==> src/rtl/cpu_control_unit_if.sv <==
// Control bus between the instruction sequencer and the datapath/memory side.
// master = sequencer, slave = datapath + memory.
interface cpu_control_unit_if #(
  parameter int PC_W = 13
);
  logic            run;
  logic            memDone;
  logic [2:0]      Opcode;
  logic            BEQ;
  logic [PC_W-1:0] newPC;
  logic [PC_W-1:0] PC;
  logic            read;
  logic            write;
  logic            instruction;
  logic            instructionType;
  logic [2:0]      ALU_Op;
  logic            ALUSTART;
  logic            regWrite;
  logic            halted;
  logic            fault;

  modport master (
    input  run, memDone, Opcode, BEQ, newPC,
    output PC, read, write, instruction, instructionType, ALU_Op,
           ALUSTART, regWrite, halted, fault
  );

  modport slave (
    output run, memDone, Opcode, BEQ, newPC,
    input  PC, read, write, instruction, instructionType, ALU_Op,
           ALUSTART, regWrite, halted, fault
  );
endinterface

==> src/rtl/cpu_control_unit.sv <==
// Multi-cycle sequencer for the 13-bit CPU: owns the PC and steps each
// instruction through fetch, decode, execute, memory, writeback, PC update.
//
// state   | meaning
// IDLE    | parked, waiting for run
// FETCH   | instruction read from PC, waiting for memDone
// DECODE  | decoder sees fetched word, ALU controls captured
// EXECUTE | one-cycle ALU start strobe
// MEM     | LW read / SW write at ALU address, waiting for memDone
// WB      | one-cycle register file write
// PCUPD   | PC <= PC+1 or branch target; self-branch halts
// HALT    | terminal until reset, halted=1
// FAULT   | terminal until reset, memory timeout, fault=1
module cpu_control_unit #(
  parameter int              PC_W        = 13,
  parameter logic [PC_W-1:0] RESET_PC    = '0,
  parameter int              MEM_TIMEOUT = 15
) (
  input  logic               clk,
  input  logic               reset,
  cpu_control_unit_if.master bus
);
  localparam logic [3:0] S_IDLE    = 4'd0;
  localparam logic [3:0] S_FETCH   = 4'd1;
  localparam logic [3:0] S_DECODE  = 4'd2;
  localparam logic [3:0] S_EXECUTE = 4'd3;
  localparam logic [3:0] S_MEM     = 4'd4;
  localparam logic [3:0] S_WB      = 4'd5;
  localparam logic [3:0] S_PCUPD   = 4'd6;
  localparam logic [3:0] S_HALT    = 4'd7;
  localparam logic [3:0] S_FAULT   = 4'd8;

  localparam logic [2:0] OP_LW  = 3'b101;
  localparam logic [2:0] OP_SW  = 3'b110;
  localparam logic [2:0] OP_BEQ = 3'b111;

  // Watchdog holds (cycles spent in the wait state - 1); the last allowed
  // cycle is the one where it equals MEM_TIMEOUT-1.
  localparam logic [7:0]      WDOG_LAST = 8'(MEM_TIMEOUT - 1);
  localparam logic [PC_W-1:0] PC_ONE    = {{(PC_W-1){1'b0}}, 1'b1};

  logic [3:0]      r_state;
  logic [3:0]      w_next;
  logic [PC_W-1:0] r_pc;
  logic [2:0]      r_op;
  logic [2:0]      r_alu_op;
  logic            r_itype;
  logic [7:0]      r_wdog;
  logic [2:0]      w_dec_alu;
  logic            w_dec_itype;
  logic            w_wdog_last;
  logic            w_branch_taken;
  logic            w_self_branch;

  assign w_wdog_last    = (r_wdog == WDOG_LAST);
  assign w_branch_taken = (r_op == OP_BEQ) && bus.BEQ;
  assign w_self_branch  = w_branch_taken && (bus.newPC == r_pc);

  // Opcode to ALU operation and operand-type select
  always_comb begin
    w_dec_alu   = 3'b000;
    w_dec_itype = 1'b0;
    if (!bus.Opcode[2]) begin
      w_dec_alu   = bus.Opcode;
      w_dec_itype = 1'b1;
    end else if (bus.Opcode == OP_BEQ) begin
      w_dec_alu   = 3'b001;
      w_dec_itype = 1'b1;
    end
  end

  // Next-state selection
  always_comb begin
    w_next = r_state;
    case (r_state)
      S_IDLE:    if (bus.run) w_next = S_FETCH;
      S_FETCH: begin
        if (bus.memDone)      w_next = S_DECODE;
        else if (w_wdog_last) w_next = S_FAULT;
      end
      S_DECODE:  w_next = S_EXECUTE;
      S_EXECUTE: begin
        if (r_op == OP_LW || r_op == OP_SW) w_next = S_MEM;
        else if (r_op == OP_BEQ)            w_next = S_PCUPD;
        else                                w_next = S_WB;
      end
      S_MEM: begin
        if (bus.memDone)      w_next = (r_op == OP_LW) ? S_WB : S_PCUPD;
        else if (w_wdog_last) w_next = S_FAULT;
      end
      S_WB:      w_next = S_PCUPD;
      S_PCUPD: begin
        if (w_self_branch) w_next = S_HALT;
        else if (bus.run)  w_next = S_FETCH;
        else               w_next = S_IDLE;
      end
      S_HALT:    w_next = S_HALT;
      S_FAULT:   w_next = S_FAULT;
      default:   w_next = S_IDLE;
    endcase
  end

  // State, latched decode and watchdog; watchdog restarts on every state change
  always_ff @(posedge clk or negedge reset) begin
    if (!reset) begin
      r_state  <= S_IDLE;
      r_op     <= 3'b000;
      r_alu_op <= 3'b000;
      r_itype  <= 1'b0;
      r_wdog   <= 8'd0;
    end else begin
      r_state <= w_next;
      if (r_state == S_DECODE) begin
        r_op     <= bus.Opcode;
        r_alu_op <= w_dec_alu;
        r_itype  <= w_dec_itype;
      end
      if ((w_next == r_state) && (r_state == S_FETCH || r_state == S_MEM))
        r_wdog <= r_wdog + 8'd1;
      else
        r_wdog <= 8'd0;
    end
  end

  // Program counter: sequential increment (wrapping) or taken branch target
  always_ff @(posedge clk or negedge reset) begin
    if (!reset) begin
      r_pc <= RESET_PC;
    end else if (r_state == S_PCUPD && !w_self_branch) begin
      r_pc <= w_branch_taken ? bus.newPC : r_pc + PC_ONE;
    end
  end

  // Moore outputs decoded from state; DECODE drives live decode, later states the latched copy
  always_comb begin
    bus.read            = 1'b0;
    bus.write           = 1'b0;
    bus.instruction     = 1'b0;
    bus.instructionType = 1'b0;
    bus.ALU_Op          = 3'b000;
    bus.ALUSTART        = 1'b0;
    bus.regWrite        = 1'b0;
    case (r_state)
      S_FETCH: begin
        bus.read        = 1'b1;
        bus.instruction = 1'b1;
      end
      S_DECODE: begin
        bus.instruction     = 1'b1;
        bus.ALU_Op          = w_dec_alu;
        bus.instructionType = w_dec_itype;
      end
      S_EXECUTE: begin
        bus.ALUSTART        = 1'b1;
        bus.ALU_Op          = r_alu_op;
        bus.instructionType = r_itype;
      end
      S_MEM: begin
        bus.read            = (r_op == OP_LW);
        bus.write           = (r_op == OP_SW);
        bus.ALU_Op          = r_alu_op;
        bus.instructionType = r_itype;
      end
      S_WB: begin
        bus.regWrite        = 1'b1;
        bus.ALU_Op          = r_alu_op;
        bus.instructionType = r_itype;
      end
      S_PCUPD: begin
        bus.ALU_Op          = r_alu_op;
        bus.instructionType = r_itype;
      end
      default: ;
    endcase
  end

  assign bus.PC     = r_pc;
  assign bus.halted = (r_state == S_HALT);
  assign bus.fault  = (r_state == S_FAULT);
endmodule
==> src/flat_wrapper.sv <==
// flat-port wrapper written by rule: the top's interface ports become plain ports
module cpu_control_unit_flat 
#(
  parameter int              PC_W        = 13,
  parameter logic [PC_W-1:0] RESET_PC    = '0,
  parameter int              MEM_TIMEOUT = 15
)
  (clk, reset, bus_run, bus_memDone, bus_Opcode, bus_BEQ, bus_newPC, bus_PC, bus_read, bus_write, bus_instruction, bus_instructionType, bus_ALU_Op, bus_ALUSTART, bus_regWrite, bus_halted, bus_fault);
  cpu_control_unit_if #(.PC_W(PC_W)) bus_i ();
  input  logic clk;
  input  logic reset;
  input wire logic [$bits(bus_i.run)-1:0] bus_run;
  input wire logic [$bits(bus_i.memDone)-1:0] bus_memDone;
  input wire logic [$bits(bus_i.Opcode)-1:0] bus_Opcode;
  input wire logic [$bits(bus_i.BEQ)-1:0] bus_BEQ;
  input wire logic [$bits(bus_i.newPC)-1:0] bus_newPC;
  output wire logic [$bits(bus_i.PC)-1:0] bus_PC;
  output wire logic [$bits(bus_i.read)-1:0] bus_read;
  output wire logic [$bits(bus_i.write)-1:0] bus_write;
  output wire logic [$bits(bus_i.instruction)-1:0] bus_instruction;
  output wire logic [$bits(bus_i.instructionType)-1:0] bus_instructionType;
  output wire logic [$bits(bus_i.ALU_Op)-1:0] bus_ALU_Op;
  output wire logic [$bits(bus_i.ALUSTART)-1:0] bus_ALUSTART;
  output wire logic [$bits(bus_i.regWrite)-1:0] bus_regWrite;
  output wire logic [$bits(bus_i.halted)-1:0] bus_halted;
  output wire logic [$bits(bus_i.fault)-1:0] bus_fault;
  assign bus_i.run = bus_run;
  assign bus_i.memDone = bus_memDone;
  assign bus_i.Opcode = bus_Opcode;
  assign bus_i.BEQ = bus_BEQ;
  assign bus_i.newPC = bus_newPC;
  assign bus_PC = bus_i.PC;
  assign bus_read = bus_i.read;
  assign bus_write = bus_i.write;
  assign bus_instruction = bus_i.instruction;
  assign bus_instructionType = bus_i.instructionType;
  assign bus_ALU_Op = bus_i.ALU_Op;
  assign bus_ALUSTART = bus_i.ALUSTART;
  assign bus_regWrite = bus_i.regWrite;
  assign bus_halted = bus_i.halted;
  assign bus_fault = bus_i.fault;
  cpu_control_unit #(.PC_W(PC_W), .RESET_PC(RESET_PC), .MEM_TIMEOUT(MEM_TIMEOUT)) u_core (.clk(clk), .reset(reset), .bus(bus_i));
endmodule
==> config.mk <==
export PLATFORM = sky130hd
export DESIGN_NAME = cpu_control_unit_flat
export DESIGN_NICKNAME = d
export VERILOG_FILES = /design/src/rtl/cpu_control_unit_if.sv /design/src/rtl/cpu_control_unit.sv /design/src/flat_wrapper.sv
export SDC_FILE = /design/constraint.sdc
export NUM_CORES = 1
export LEC_CHECK = 0
export ABC_AREA = 1
export CORE_AREA = 2 2 78 80
export DETAILED_ROUTE_END_ITERATION = 16
export DIE_AREA = 0 0 80 82
export GPL_TIMING_DRIVEN = 0
export PLACE_DENSITY_LB_ADDON = 0.05
export SLEW_MARGIN = 20
export SYNTH_ARGS = -nofsm -noshare
export SYNTH_HDL_FRONTEND = slang
export SYNTH_SLANG_ARGS = --single-unit
export TNS_END_PERCENT = 30
==> constraint.sdc <==
create_clock -name clk -period 2 [get_ports clk]
set_clock_uncertainty 0.1 [all_clocks]
set_input_delay 0.4 -clock clk [delete_from_list [all_inputs] [get_ports clk]]
set_output_delay 0.4 -clock clk [all_outputs]
set_load 0.05 [all_outputs]
==> flow_metrics.tcl <==
set metrics [dict create \
    floorplan.die.width_um 80 \
    clock_pin_slew_worst_setup_and_hold_paths_ns 0.07 \
    cell_internal_pwr_w 0.001087 \
    number_of_global_route_vias_before_repair 1942 \
    clock.fmax_mhz 500.5 \
    detail_route.first_pass.iterations 4 \
    maximum_number_of_pins_on_one_net_before_global_route_repair 23 \
    cts_root_buf "clkbuf_8" \
    post_drt_wl_per_cell_um 12.49 \
    comb_power_share 0.085 \
    hp-start "u_core.r_wdog[0]$_DFF_PN0_" \
    post_synth_inst_count 298 \
    hold_path_class "reg2reg" \
    totalPowerFinal_w 0.001416 \
    dr.first_iter.drc_count 55 \
    place_hpwl_um 3999 \
    ctsLongestPathBuffers 2 \
    yosysUniqueCellTypes 37 \
    htree_levels 2 \
    final.min_clock_period_ns 1.998 \
    worstPathRequired_ns 1.50 \
    numCtsBuffers 5 \
    routed_wl_um 5421 \
    yosysTopAreaCell "dfrtp_1" \
    antenna_cells 0 \
    post_synth.cell_area_avg_sq_um 7.406 \
    crit_arrival_ns 1.50 \
    seq_power_share 0.444 \
    synth_enable_flop_cells 0 \
    critical_path.startpoint_type "register" \
    post_route_cells_drive_above_1_share 0.2591 \
    crit_type "reg2out" \
    final_min_period_over_clock_period 0.9991 \
    avgViaCountPerCell 4.712 \
    report.final.slew_viol_count 0 \
    worstSkewPairLatency_ns 0.29 \
    global_route.overflow_total 0 \
    mappedNetlistArea_sq_um 2207 \
    final.fill_count 599 \
    critical_path.reg2reg.endpoint "u_core.bus.PC[11]$_DFFE_PN0P_" \
    combined_global_route_utilization_of_all_metal_layers 0.1773 \
    clock-sinks 31 \
    routed-via-count 2045 \
    ys_seq_elements 31 \
    setup_repair_after_global_routing_missed_its_margin "yes" \
    post_synth_main_area_contributors "dfrtp_1 35%, nand2_1 13%, inv_1 6.3%" \
    synthToLayoutAreaGrowth_pct 35.71 \
    cellLeakagePower_nw 1.450 \
    antenna_found_initial 0 \
    finish.net_count 382 \
    num_rows 28 \
    final-hold-violation-count 0 \
    outcome "finished, final reports clean" \
    timing.critical_path.to_type "output pin" \
    initial_core_util 0.3841 \
    reg2regPathDepth 10 \
    core_area_sq_um 5746 \
    synth.top_cell.area_share 0.3515 \
    worst-r2r-setup-slack_ns 0.13 \
    yosys_most_used_dff "dfrtp_1" \
    clock_tree_from_tritoncts "done" \
    yosys_warnings 0 \
    worstPathMaxFanout 4 \
    die_area_sq_um 6560 \
    synth-async-reset-ratio 1.000 \
    timing.hold.worst_path_depth 1 \
    synth_fp_nets 322 \
    worstHoldEndpoint "u_core.r_wdog[0]$_DFF_PN0_" \
    num_io_pins 45 \
    ant_nets 0 \
    power_frac_clock 0.471 \
    swShare 0.2325 \
    grt_pass1_wl_um 8970 \
    hold_ws_ns 0.3959 \
    worst_setup_path_startpoint "u_core.r_state[3]$_DFF_PN0_" \
    power_switching_w 0.0003292 \
    drcViolationCount 0 \
    power.density_nw_per_um2 472.7 \
    dieHeight_um 82 \
    gp_congestion 0.8354 \
    final-setup-viol-count 0 \
    timing.rr.start "u_core.r_op[0]$_DFFE_PN0P_" \
    port_buffers 43 \
    vdd.ir_drop.worst_mv 0.2316 \
    cap_viol_max_count 0 \
    synth.yosys.seq_area_share 0.3515 \
]
## worst max-delay path by stage
stage | end
final | bus_instructionType
after global routing | bus_instructionType
after CTS | bus_instructionType
after detailed placement | bus_ALU_Op[0]
after global placement | bus_ALU_Op[0]
after floorplan | bus_fault
## layer usage
layer / track usage / routed length (um)
met1: 0.2285 / 2569
met3: 0.03297 / 142
met5: 0 / 0
met4: 0.06102 / 59
met2: 0.2983 / 2648
## critical path, stage by stage (launching register included)
cell and delay (ns):
dfrtp_2 0.44, nor2_4 0.20, nand2_2 0.11, o21ai_2 0.07, inv_2 0.07, o21ai_2 0.13
buf_6 0.17
## metrics by stage
step / setup slack [ns] / cell area, sq um / util / TNS [ns] / instances
finish: 0.001840 / 2995 / 0.5213 / 0 / 434
global route: -0.05837 / 2995 / 0.5213 / -0.3681 / 434
CTS: -0.03805 / 2920 / 0.5083 / -0.05799 / 431
detailed placement: -0.5919 / 2755 / 0.4795 / -7.714 / 417
global placement: -0.6060 / 2740 / 0.4769 / -18.37 / 416
floorplan: -0.2340 / 2216 / - / -0.6372 / 298
## power groups by stage
stage	combinational (W)	sequential [W]	clock [W]
CTS	0.000119	0.000628	0.000691
floorplan	0.0000422	0.000641	0
finish	0.000120	0.000629	0.000668
detailed placement	0.000117	0.000641	0
global placement	0.000113	0.000641	0
global route	0.000134	0.000628	0.000711
## cell families after synthesis
kind of cell,synth area share
xor gates and xnor gates,0.06746
buffers and inverters,0.09806
AOI/OAI and AO/OA,0.1372
and+or+nand+nor,0.3271
DFF,0.3515
other,0.001699
adders and majority gates,0.01701
## flip-flops by register name, indices dropped and copies added, names as in the netlist
| signal | flops |
|---|---|
| u_core.r_op | 3 |
| u_core.r_state | 4 |
| u_core.r_wdog | 8 |
| u_core.r_alu_op | 2 |
| u_core.bus.PC | 13 |
| u_core.r_itype | 1 |
## synthesized netlist by cell type (5+ instances only)
master and number:
o21ai_1 6, nor2_1 24, inv_1 37, nand2_1 75, inv_2 6, a21oi_1 6, nand3_1 15, xnor2_1 5
xor2_1 12, nor3_1 7, o21ai_0 19, nor3_2 9, dfrtp_1 31
## timing repair
action	CTS	global route
hold endpoints to repair	9	0
endpoints found under the setup margin	21	31
buffers inserted	5	3
pin swaps	4	9
gates resized for setup	81	24
hold buffers	1	0
## final cells by class
cell class                      instances  area (sq um)  area share
Multi-Input combinational cell        216          1287      0.4298
Clock inverter                          2         35.03     0.01170
Buffer                                  7         50.05     0.01671
Sequential cell                        31         780.7      0.2607
Inverter                               44         172.7     0.05764
Tap cell                               75         93.84     0.03133
Timing Repair Buffer                   53         493.0      0.1646
Clock buffer                            6         82.58     0.02757
## placed cells by master, fill, tap and decap left out, types with 2 or more instances in the layout
cell             netlist  routed
nand3_2                3       3
nand2_1               75      74
a22oi_2                4       4
inv_2                  6       6
ha_1                   3       2
nor2_1                24      18
clkdlybuf4s50_1        0      19
nor2_4                 1       4
nor2_2                 4       7
dfrtp_1               31      27
dlymetal6s2s_1         0       2
o21ai_1                6       6
buf_2                  0       4
o21ai_2                2       6
clkbuf_8               0       6
xnor2_1                5       5
inv_1                 37      35
nand3b_1               3       3
buf_6                  2       7
nand3_1               15      15
dfrtp_2                0       4
or2_2                  2       2
buf_4                  2      11
o21ai_0               19      15
dlygate4sd2_1          0      11
xor2_1                12      12
nor3_2                 9       9
nor3_1                 7       6
inv_4                  0       3
o22ai_2                2       2
nand2_2                4       4
clkbuf_1               2       2
a21oi_1                6       6
Power figures use the tool's default switching activity.
